===== src/rtl/pipelined_barrel_shifter.sv =====
// Pipelined barrel shifter: one registered mux level per amount bit.
// Define BSHIFT_ARITH_EN to make right shift (mode 2'b11) arithmetic.
module pipelined_barrel_shifter #(
  parameter  int WIDTH = 8,
  localparam int AW    = $clog2(WIDTH)
) (
  input  logic             clk,
  input  logic             rst,
  input  logic             in_valid,
  output logic             in_ready,
  input  logic [WIDTH-1:0] in_data,
  input  logic [AW-1:0]    in_amt,
  input  logic [1:0]       in_mode,
  output logic             out_valid,
  input  logic             out_ready,
  output logic [WIDTH-1:0] out_data
);

  logic w_adv;

  assign w_adv    = !out_valid | out_ready;
  assign in_ready = w_adv;

  for (genvar k = 0; k < AW; k++) begin : g_st
    localparam int S  = 1 << k;
    localparam int RW = AW - k;

    logic [WIDTH-1:0] w_d;
    logic [RW-1:0]    w_a;
    logic [1:0]       w_m;
    logic             w_s;
    logic             w_v;
    logic [WIDTH-1:0] w_rot_l;
    logic [WIDTH-1:0] w_rot_r;
    logic [WIDTH-1:0] w_shl;
    logic [WIDTH-1:0] w_shr;
    logic [WIDTH-1:0] w_mv;
    logic [WIDTH-1:0] w_res;
    logic [WIDTH-1:0] r_data;
    logic             r_vld;

    if (k == 0) begin : g_src
      assign w_d = in_data;
      assign w_a = in_amt;
      assign w_m = in_mode;
      assign w_v = in_valid;
`ifdef BSHIFT_ARITH_EN
      assign w_s = in_data[WIDTH-1];
`else
      assign w_s = 1'b0;
`endif
    end else begin : g_src
      assign w_d = g_st[k-1].r_data;
      assign w_a = g_st[k-1].g_ctl.r_amt;
      assign w_m = g_st[k-1].g_ctl.r_mode;
      assign w_s = g_st[k-1].g_ctl.r_sign;
      assign w_v = g_st[k-1].r_vld;
    end

    assign w_rot_l = (w_d << S) | (w_d >> (WIDTH - S));
    assign w_rot_r = (w_d >> S) | (w_d << (WIDTH - S));
    assign w_shl   = w_d << S;
    // w_s is the original operand MSB, only ever set in arithmetic builds
    assign w_shr   = (w_d >> S)
                   | (w_s ? ~({WIDTH{1'b1}} >> S) : '0);

    always_comb begin
      w_mv = w_d;
      unique case (w_m)
        2'b00: w_mv = w_rot_l;
        2'b01: w_mv = w_rot_r;
        2'b10: w_mv = w_shl;
        2'b11: w_mv = w_shr;
      endcase
    end

    assign w_res = w_a[0] ? w_mv : w_d;

    always_ff @(posedge clk) begin
      if (rst) begin
        r_data <= '0;
        r_vld  <= 1'b0;
      end else if (w_adv) begin
        r_data <= w_res;
        r_vld  <= w_v;
      end
    end

    if (k < AW - 1) begin : g_ctl
      logic [RW-2:0] r_amt;
      logic [1:0]    r_mode;
      logic          r_sign;

      always_ff @(posedge clk) begin
        if (rst) begin
          r_amt  <= '0;
          r_mode <= '0;
          r_sign <= 1'b0;
        end else if (w_adv) begin
          r_amt  <= w_a[RW-1:1];
          r_mode <= w_m;
          r_sign <= w_s;
        end
      end
    end else begin : g_out
      assign out_data  = r_data;
      assign out_valid = r_vld;
    end
  end

endmodule


===== config.mk =====
export PLATFORM = sky130hd
export DESIGN_NAME = pipelined_barrel_shifter
export DESIGN_NICKNAME = d
export VERILOG_FILES = /design/src/rtl/pipelined_barrel_shifter.sv
export SDC_FILE = /design/constraint.sdc
export NUM_CORES = 1
export LEC_CHECK = 0
export CORE_ASPECT_RATIO = 1.2
export CORE_MARGIN = 2
export CORE_UTILIZATION = 32
export DETAILED_ROUTE_END_ITERATION = 10
export GPL_TIMING_DRIVEN = 0
export PLACE_DENSITY = 0.53
export SYNTH_ARGS = -nofsm -noshare
export SYNTH_HDL_FRONTEND = slang
export SYNTH_SLANG_ARGS = --single-unit

===== constraint.sdc =====
create_clock -name clk -period 1.3 [get_ports clk]
set_input_delay 0.195 -clock clk [delete_from_list [all_inputs] [get_ports clk]]
set_output_delay 0.195 -clock clk [all_outputs]
set_load 0.02 [all_outputs]

==> summary.txt <==
Synth
  – #FFs+latches synth: 34
  – Asr flop ratio synth: 0%
  – Post-Syn Area per Cell: 8.12 sq um
  – Synthesized area: 1590 sq um
  – Number of synthesized flops with an enable pin: 0
  – Synth top area share: 42.8%
  – Dominant cell type by area after synthesis: dfxtp_1
  – Seq/Total Area, Yosys: 42.8%
  – Syn_nets: 213
  – Mapped Cells: 196
  – Cell with the most instances after synthesis: dfxtp_1
  – Synth cell types: 29
  – Top post-synthesis cells by count: dfxtp_1, nand2_1, nor2_1
  – Yosys warns: 0
  – Top cells by area, synth: dfxtp_1, a21oi_1, nand2_1
  – Top_reg_cell synth: dfxtp_1

Clock network
  – Total CTS buffers: 5
  – Clock-pin slew on the worst setup and hold paths: 70 ps
  – Htree depth: 2
  – CTS Root Buffer Type: clkbuf_8
  – Worst-skew pair later-pin latency: 290 ps
  – CTS Sinks: 34
  – CTS Hold Buffers Added: 0
  – Clock buffer depth: 2
  – CTS tree: done

Finish
  – Final Instance Area: 2120 sq um
  – Area growth from synthesis to layout: 33.5%
  – Filler cells: 512
  – Final net count: 248
  – Layout cells sized above 1: 17.2%
  – Non-filler cells, final: 292
  – Ant. Diodes: 0

Placement
  – Post-DP HPWL: 2970 um
  – Port bufs: 24
  – Pre-CTS WS: -703 ps
  – Placed cell areas: 1910 sq um
  – Placed cell count: 280
  – RePlAce Congestion: 0.844

Floorplanning
  – Die area: 5560 sq um
  – Die height: 81.3 um
  – I/O pin total: 27
  – Core Rows: 28
  – Die span in x: 68.4 um
  – CORE AREA: 4870 sq um
  – Starting Density: 32.7%

Hold path
  – Path category of the worst min-delay check: in -> reg

Timing
  – Final period utilization: 99.3%
  – Slew of the pin with the lowest slew margin: 516 ps
  – Setup ws final: 9.61 ps
  – Peak Freq: 0.775 GHz
  – Endpoints failing setup: 0
  – Setup Skew: 5.35 ps
  – Max-slew headroom: 65.6%
  – Fin. Hold Viols: 0
  – Fin crit period: 1290 ps
  – Final Slew Violations: 0
  – Unrepaired setup endpoints after global routing: yes

Global routing
  – Grt met1 use: 20.5%
  – Vias in the first global route: 1,449
  – Initial antenna violation count: 0
  – Grt ovf: 0
  – Pin count of the biggest net entering global routing: 12
  – First-pass GRT wire length: 6990 um
  – GR Util met2: 27.6%
  – Gr usage total: 16.9%
  – Met3 usage: 4.16%
  – Global route hottest layer: met2

Worst setup path
  – Element type at the critical path end: output pin
  – CP arrival: 1100 ps
  – CP startpoint kind: flip-flop
  – CP max FO: 6
  – Worst-path cell chain: nor2b_4, inv_4, buf_8, buf_6
  – Max incr delay on CP: 320 ps
  – Critical path class: reg -> out
  – Slowest-stage cell, CP: dfxtp_2
  – Crit-path leading delay family: flip-flops
  – Worst Path Required: 1110 ps
  – Worst Path Buf+Inv: 3

Detailed routing
  – Vias: 1,470
  – Drt drc: 0
  – DR WL/cell: 13.8 um
  – Final wirelength: 4040 um
  – Via/cell ratio: 5.03
  – Initial DRC count: 48
  – DRT antenna net count: 0
  – TritonRoute pass-1 iters: 4

Power
  – Max VDD drop: 0.435 mV
  – Leakage: 0.869 nW
  – PD cells: 1180 nW/um^2
  – Overall power: 2.51 mW

Run
  – Maxcap violations: 0

Run status
  – Status: finished clean
power by group:
| group | total [mW] | switching (mW) | internal [mW] |
|---|---|---|---|
| Combinational | 0.374 | 0.186 | 0.189 |
| Sequential | 1.18 | 0.0664 | 1.12 |
| Clock | 0.951 | 0.387 | 0.564 |
cell families (layout without fill, tap and decap cells):
logic type | Yosys count | count (layout) | share of synthesized area, %
flip-flops | 34 | 34 | 42.8
AND/OR/NAND/NOR | 85 | 85 | 24.8
buffers and inverters | 19 | 55 | 5.90
multiplexers | 6 | 6 | 3.77
AO/OA/AOI/OAI | 52 | 52 | 22.7
metal layers:
metal,vias up,wire [um]
met4,0,37
li1,769,-
met2,27,2010
met5,-,0
met1,672,1860
met3,2,126
layout by cell type (no fill, tap or decap), drive strengths merged:
| cell type | netlist | final |
|---|---|---|
| dfxtp | 34 | 34 |
| nand2 | 29 | 29 |
| nor2 | 25 | 25 |
| a21oi | 23 | 23 |
| buf | 13 | 17 |
| clkdlybuf4s50 | 0 | 12 |
| dlygate4sd2 | 0 | 10 |
| clkbuf | 3 | 9 |
| nor3 | 8 | 8 |
| mux2i | 6 | 6 |
| a211o | 6 | 6 |
| a221oi | 6 | 6 |
| nand3b | 5 | 5 |
| nand2b | 4 | 4 |
| nand3 | 4 | 4 |
| a211oi | 4 | 4 |
| a311o | 4 | 4 |
| a2111oi | 4 | 4 |
| nor4 | 4 | 4 |
| nor2b | 3 | 3 |
| inv | 3 | 3 |
| and2b | 2 | 2 |
| o21ai | 2 | 2 |
| o31ai | 2 | 2 |
| clkinv | 0 | 2 |
| a21boi | 1 | 1 |
| or3b | 1 | 1 |
| bufinv | 0 | 1 |
| dlymetal6s2s | 0 | 1 |
metrics by stage:
step / utilization [%] / TNS, ps / hold slack (ps)
4_1_cts: 41.6 / -90.6 / 333
6_report: 43.6 / 0 / 323
5_1_grt: 43.6 / -97.8 / 379
2_1_floorplan: - / 0 / 335
3_3_place_gp: 39.2 / -9290 / 440
3_5_place_dp: 39.2 / -9150 / 445
registers in the layout (all words and copies together), names as in the netlist:
name and cells:
g_st.r_data 16, out_data 8, g_st.g_ctl.r_mode 4, g_st.g_ctl.r_amt 3
g_st.r_vld 2, out_valid 1
final timing paths:
kind	startpoint	end	slack (ps)	depth (start not counted)
worst max-delay path	out_valid	in_ready	10	4
worst min register to register	g_st[0].g_ctl.r_amt[1]	g_st[0].g_ctl.r_amt[1]	450	2
worst max register to register	out_valid	g_st[0].r_data[6]	90	5
worst min-delay path	rst	g_st[1].r_data[5]	320	2
layout make-up:
cell class / count / area, sq um / area share [%]
Buffer: 16 / 106 / 5.01
Clock inverter: 3 / 40.0 / 1.88
Clock buffer: 5 / 68.8 / 3.24
Timing Repair Buffer: 28 / 262 / 12.3
Tap cell: 60 / 75.1 / 3.53
Inverter: 3 / 13.8 / 0.648
Sequential cell: 34 / 683 / 32.2
Multi-Input combinational cell: 143 / 876 / 41.2
timing repair:
item / CTS / global route
resized for setup: 24 / 24
endpoints found under the setup margin: 19 / 29
setup buffers: 0 / 4
pin swaps: 0 / 1
gates cloned: 0 / 0
No activity file was read; power rests on OpenSTA's default activity.
